--- config.mk ---
export PLATFORM = sky130hd
export DESIGN_NAME = tbcm_stream_mux
export DESIGN_NICKNAME = d
export VERILOG_FILES = /design/src/rtl/tbcm_stream_mux.sv
export SDC_FILE = /design/constraint.sdc
export NUM_CORES = 1
export LEC_CHECK = 0
export BUFFER_PORTS_ARGS = -buffer_cell sky130_fd_sc_hd__buf_2
export CORE_AREA = 2 2 39 41
export CTS_BUF_LIST = sky130_fd_sc_hd__clkbuf_4
export DETAILED_ROUTE_END_ITERATION = 10
export DIE_AREA = 0 0 41 43
export SLEW_MARGIN = 20
export SYNTH_ARGS = -nofsm -noshare
export SYNTH_HDL_FRONTEND = slang
export SYNTH_SLANG_ARGS = --single-unit
export TNS_END_PERCENT = 20
--- constraint.sdc ---
create_clock -name i_clk -period 5.8 [get_ports i_clk]
set_clock_uncertainty 0.05 [all_clocks]
set_input_delay 1.45 -clock i_clk [delete_from_list [all_inputs] [get_ports i_clk]]
set_output_delay 1.45 -clock i_clk [all_outputs]
set_load 0.05 [all_outputs]
--- src/rtl/tbcm_stream_mux.sv ---
// Registered N:1 valid/ready stream multiplexer with packet locking.
// Source chosen by external select (one-hot or binary) or round-robin arbitration.
module tbcm_stream_mux #(
    parameter int  WIDTH       = 2,
    parameter type DATA_TYPE   = logic [WIDTH-1:0],
    parameter int  ENTRIES     = 2,
    parameter int  ARBITRATION = 0,
    parameter int  ONE_HOT     = 1,
    localparam int INDEX_WIDTH  = $clog2(ENTRIES),
    localparam int SELECT_WIDTH = ONE_HOT ? ENTRIES : INDEX_WIDTH
) (
    input  logic                    i_clk,
    input  logic                    i_rst,
    input  logic [SELECT_WIDTH-1:0] i_select,
    input  logic [ENTRIES-1:0]      i_valid,
    output logic [ENTRIES-1:0]      o_ready,
    input  DATA_TYPE                i_data [ENTRIES],
    input  logic [ENTRIES-1:0]      i_last,
    output logic                    o_valid,
    input  logic                    i_ready,
    output DATA_TYPE                o_data,
    output logic                    o_last,
    output logic [ENTRIES-1:0]      o_grant
);

    typedef enum logic {
        IDLE   = 1'b0,
        LOCKED = 1'b1
    } state_t;

    state_t                 state_reg, state_next;
    logic [INDEX_WIDTH-1:0] lock_idx_reg, lock_idx_next;
    logic [INDEX_WIDTH-1:0] ptr_reg, ptr_next;
    logic [ENTRIES-1:0]     grant_reg, grant_next;
    logic                   valid_reg, valid_next;
    DATA_TYPE               data_reg, data_next;
    logic                   last_reg, last_next;

    logic                   idle_found;
    logic [INDEX_WIDTH-1:0] idle_idx;
    logic                   cand_found;
    logic [INDEX_WIDTH-1:0] cand_idx;
    logic                   load;
    logic                   xfer;
    DATA_TYPE               cand_data;
    logic                   cand_last;

    generate
        if (ARBITRATION != 0) begin : g_round_robin
            // rr_idx[gi] is the channel gi positions after the pointer, wrapped at ENTRIES
            logic [ENTRIES-1:0][INDEX_WIDTH-1:0] rr_idx;

            for (genvar gi = 0; gi < ENTRIES; gi++) begin : g_rot
                logic [INDEX_WIDTH:0] sum;
                assign sum = {1'b0, ptr_reg} + (INDEX_WIDTH+1)'(gi);
                assign rr_idx[gi] = (sum >= (INDEX_WIDTH+1)'(ENTRIES))
                                  ? INDEX_WIDTH'(sum - (INDEX_WIDTH+1)'(ENTRIES))
                                  : INDEX_WIDTH'(sum);
            end

            // Scan farthest-first so the nearest valid channel to the pointer wins
            always_comb begin
                idle_found = 1'b0;
                idle_idx   = '0;
                for (int off = ENTRIES - 1; off >= 0; off--) begin
                    if (i_valid[rr_idx[off]]) begin
                        idle_found = 1'b1;
                        idle_idx   = rr_idx[off];
                    end
                end
            end
        end else if (ONE_HOT != 0) begin : g_select_onehot
            always_comb begin
                idle_found = 1'b0;
                idle_idx   = '0;
                for (int k = ENTRIES - 1; k >= 0; k--) begin
                    if (i_select[k]) begin
                        idle_found = 1'b1;
                        idle_idx   = INDEX_WIDTH'(k);
                    end
                end
            end
        end else begin : g_select_binary
            assign idle_found = ({1'b0, i_select} < (SELECT_WIDTH+1)'(ENTRIES));
            assign idle_idx   = INDEX_WIDTH'(i_select);
        end
    endgenerate

    always_comb begin
        cand_found = idle_found;
        cand_idx   = idle_idx;
        if (state_reg == LOCKED) begin
            cand_found = 1'b1;
            cand_idx   = lock_idx_reg;
        end
    end

    assign load = !valid_reg || i_ready;

    generate
        for (genvar gi = 0; gi < ENTRIES; gi++) begin : g_ready
            assign o_ready[gi] = !i_rst && load && cand_found
                               && (cand_idx == INDEX_WIDTH'(gi));
        end
    endgenerate

    assign xfer      = |(o_ready & i_valid);
    assign cand_data = i_data[cand_idx];
    assign cand_last = i_last[cand_idx];

    always_comb begin
        state_next    = state_reg;
        lock_idx_next = lock_idx_reg;
        ptr_next      = ptr_reg;
        grant_next    = grant_reg;
        valid_next    = valid_reg;
        data_next     = data_reg;
        last_next     = last_reg;
        if (xfer) begin
            valid_next = 1'b1;
            data_next  = cand_data;
            last_next  = cand_last;
            if (cand_last) begin
                state_next = IDLE;
                grant_next = '0;
                if (ARBITRATION != 0) begin
                    ptr_next = (cand_idx == INDEX_WIDTH'(ENTRIES - 1))
                             ? '0 : cand_idx + INDEX_WIDTH'(1);
                end
            end else begin
                state_next    = LOCKED;
                lock_idx_next = cand_idx;
                grant_next    = ENTRIES'(1) << cand_idx;
            end
        end else if (load) begin
            // Register drained with nothing to replace it
            valid_next = 1'b0;
        end
    end

    always_ff @(posedge i_clk or posedge i_rst) begin
        if (i_rst) begin
            state_reg    <= IDLE;
            lock_idx_reg <= '0;
            ptr_reg      <= '0;
            grant_reg    <= '0;
            valid_reg    <= 1'b0;
            data_reg     <= '0;
            last_reg     <= 1'b0;
        end else begin
            state_reg    <= state_next;
            lock_idx_reg <= lock_idx_next;
            ptr_reg      <= ptr_next;
            grant_reg    <= grant_next;
            valid_reg    <= valid_next;
            data_reg     <= data_next;
            last_reg     <= last_next;
        end
    end

    assign o_valid = valid_reg;
    assign o_data  = data_reg;
    assign o_last  = last_reg;
    assign o_grant = grant_reg;

endmodule

== Word level (Yosys, flattened, before mapping) ==
Cells that the tools add are included.
Cells by class
  $lt $le $gt $ge: 2
  shift-type cells: 1
  mux-type cells: 14
  bitwise gates (word level): 4
  reduce and logical (&&, ||, !) cells: 10
Operators by type and width (count)
  1-bit 2-to-1 mux: 10
  2-bit 2-to-1 mux: 4
  1-bit logical AND: 4
  2-bit bitwise AND: 1
  2-bit greater-or-equal comparator, second input constant: 1
  1-bit zero test: 2
  1-bit by 2-bit less-than comparator with 1-bit output, second input constant: 1
  1-bit NOT: 2
  1-bit NOT with 2-bit output: 1
  2-bit AND reduction: 1
  2-bit nonzero test: 1
  2-bit OR reduction: 1
  1-bit by 1-bit << shifter with 2-bit output, first input constant: 1
  1-bit logical OR: 1
Storage, ports and cells
  register bits: 8
  word-level logic and storage cells: 37

== Longest topological paths before layout ==
  word-level depth: 8
  gate-level depth with buffers: 5
  mapped depth without buffers: 4

== Worst setup path before layout ==
Ideal clock, no wire load.
  kind: input port to output port
  start: in i_select[0]
  end: out o_ready[0]
  arrival: 2.626 ns
  data required time: 4.300 ns
  slack: 1.674 ns
  stages on the path: 4
  path buffers: 1
  path through: nor3_1 -> or3_1 -> buf_2 -> nor2_1
Between the ends
  word-level cells in the longest chain between the ends: 4
  elaborated cells between the ends (all ways): 7
  classes of those cells: mux (4); bitwise (1); reduce/logical (2)
RTL lines
  from (decl): line 14  | input logic [SELECT_WIDTH-1:0] i_select,
  1-bit 2-to-1 mux: line 77  | if (i_select[k]) begin
  1-bit 2-to-1 mux: line 92  | if (state_reg == LOCKED) begin
  1-bit logical AND / 1-bit NOT (equally long branches): line 102, 103
  1-bit logical AND *: line 103  | && (cand_idx == INDEX_WIDTH'(gi));
  to (decl): line 16  | output logic [ENTRIES-1:0] o_ready,
Mark *: on every way between the ends. The rest lies on a longest branch, timed or not.

== Worst setup path in the final report ==
  start: in i_select[0]
  end: out o_ready[1]
Between the ends
  word-level cells in the longest chain between the ends: 4
  elaborated cells between the ends (all ways): 6
  classes of those cells: mux (4); reduce/logical (2)
RTL lines
  1-bit 2-to-1 mux: line 77
  1-bit 2-to-1 mux: line 92
  1-bit logical AND: line 102  | assign o_ready[gi] = !i_rst && load && cand_found
  1-bit logical AND *: line 103
Marked as above.

==> impl_metrics.ini <==
[placement]
port_buffers = 20
gp_congestion = 0.649
place_area_um2 = 556
dp.final_hpwl_um = 736

[clock_network]
cts_made_buffers = 3
clockRootBuffer = clkbuf_4
clk_latency_ns = 0.25
postCtsHoldBufs = 0
cts_tree = built
htreeDepth = 1
path_clk_slew_ns = 0.05
cts_resized = 0
clkSinkCount = 8
clk_path_buf_depth = 2
cts_setup_buffers = 0

[floorplan]
die_w_um = 41
die_area_um2 = 1760
ios = 21
die_y_um = 43
start_util = 0.318
core_um2 = 1380
num_rows = 14

[sta]
holdWs_ns = 0.450
drv_slew = 0
timing.final.hold_violations = 0
period_minus_slack_ns = 3.97
final.setup.tns_ns = 0
rsz0062_at_grt = no
slew_headroom = 0.700
fin_crit_sh = 0.685
worst_pin_slew_ns = 0.450
setup_viol = 0
max_clock_freq_mhz = 252

[global_route]
antenna_found_initial = 0
grt_max_degree = 9
grt-ovfl-total = 0
grt_pass1_wl_mm = 1.54
grt_pass1_vias = 384
globalRouteTotalUtil = 0.134

[finish]
antenna_cells = 0
multi_input_area_um2 = 228
fillers = 151
areaGrowthSynthToFinish_pct = 31.3
nNetsFinal = 77
drive_above_1_share = 0.565
seqCellArea_um2 = 200
finish.instance_area_um2 = 578
utilization = 0.418

[run_status]
status = completed

[setup_path]
worstRegToRegCells = 4
r2r_start = state_reg
crit_start = i_select[0]
cp_common_cell = buf_2
timing.critical_path.to = o_ready[1]
cp-end-kind = primary output
cp_top_family = simple AND/OR/NAND/NOR gates
crit_fanout = 5
timing.rr.end = o_last
required_ns = 4.30
cp.depth = 5
cp-start-kind = input pin
cpPeakStageDelay_ns = 0.46
crit_buf_inv = 2
crit_type = in2out
crit_arrival_ns = 2.47
r2r_setup_slack_ns = 3.86
cp_cell_sequence = buf_2 > nor3_1 > or3_1 > nor2_1 > buf_2
cp_slowest_cell = or3_1

[drt]
viasPerCell = 4.74
drt_pass1_iterations = 1
drtIter0Drc = 0
wirelength_um = 900
routed_wire_length_per_instance_um = 11.5
vias = 370
drc_errors = 0
antenna_left = 0

[pwr]
p_clk_frac = 0.121
ir_drop_mv = 0.219
total_power_uw = 349
p_int_uw = 174
power_density_nw_per_um2 = 604
switching_share = 0.502
seq_power_share = 0.278
leakagePower_nw = 0.286
power_frac_comb = 0.601
net-switching-power_uw = 175

[logic_synthesis]
synth_fa_ha_area_frac = 0
synth_top_area_frac = 0.455
ys_ff_latch = 8
synthCells = 40
synthMuxAreaShare = 0.227
synth_cell_type_count = 19
synth_top_family_by_area = multiplexers
yosysSeqAreaShare = 0.455
yosys.area.top_type = dfrtp_1
yosysWarnings = 0
synth_area_per_cell_um2 = 11.0
synthSimpleGateAreaFrac = 0.199
synth-compound-area-share = 0.0909
synth_area_um2 = 440
synth_xor_xnor_area_share = 0
synth.area.top_cells = dfrtp_1 (45%), mux2_2 (20%), a21oi_4 (3.7%)
syn-num-nets = 53

[min_path]
hp-class = reg2reg
holdCritStartpoint = o_data[0]

[run]
drv_cap = 0
-- worst min-delay path by stage --
| stage | cells after the start | to |
|---|---|---|
| after floorplan | 2 | lock_idx_reg |
| after global placement | 1 | o_data[0] |
| after detailed placement | 1 | o_data[0] |
| after CTS | 1 | o_data[0] |
| after global routing | 1 | o_grant[1] |
| final | 1 | o_data[0] |
-- metrics by stage --
stage,setup WS (ns),cells
after floorplan,1.67,40
after global placement,1.85,75
after detailed placement,1.85,75
after CTS,1.84,78
after global routing,1.81,78
final,1.83,78
-- logic make-up after synthesis --
family,count (synthesis)
muxes,9
buffers and inverters,3
and+or+nand+nor,16
AOI/OAI and AO/OA,4
DFF,8
-- placed cells by master, fill, tap and decap left out --
master    synthesis  final
nor3b_1           1      1
clkbuf_4          0      3
inv_1             2      2
nand3_1           3      3
nand2_1           2      2
or4_1             1      1
mux2i_1           1      1
or3b_4            1      1
nor2b_1           1      1
mux2_2            8      8
nor3_1            1      1
o41ai_1           1      1
a21bo_2           1      1
or3_1             1      1
nor2_1            4      4
buf_2             1     20
a21oi_4           1      1
dfrtp_1           8      8
or2_2             1      1
a21oi_1           1      1
-- final cells by class --
type                       count  share of cell area
multi-input combinational     29               0.394
sequential                     8               0.346
timing repair buffer          20               0.173
tap                           16              0.0346
clock buffer                   3              0.0390
inverter                       2              0.0130
-- power by group through the flow --
stage	clock network (mW)	logic, mW	registers [mW]
3_3_place_gp	0	0.210	0.0973
2_1_floorplan	0	0.101	0.166
3_5_place_dp	0	0.212	0.0983
5_1_grt	0.0476	0.224	0.102
6_report	0.0423	0.210	0.0970
4_1_cts	0.0442	0.212	0.0975
-- worst register-to-register path, stage by stage (launching register included) --
cell     delay, ns
dfrtp_1       0.44
or3b_4        0.44
a21bo_2       0.25
a21oi_4       0.27
mux2_2        0.37
-- cell usage after synthesis (all sizes together) --
cell   count
nor3       1
o41ai      1
mux2i      1
a21oi      2
or4        1
a21bo      1
nor2b      1
nand3      3
inv        2
nor3b      1
dfrtp      8
nand2      2
or3        1
mux2       8
nor2       4
or3b       1
or2        1
buf        1
-- layer usage --
metal,track usage,up-vias,wire length [um]
met5,0,-,0
met4,0.100,0,0
met3,0.0471,0,81
met2,0.191,15,420
met1,0.156,168,399
li1,-,187,-
(Power assumes the default switching activity.)
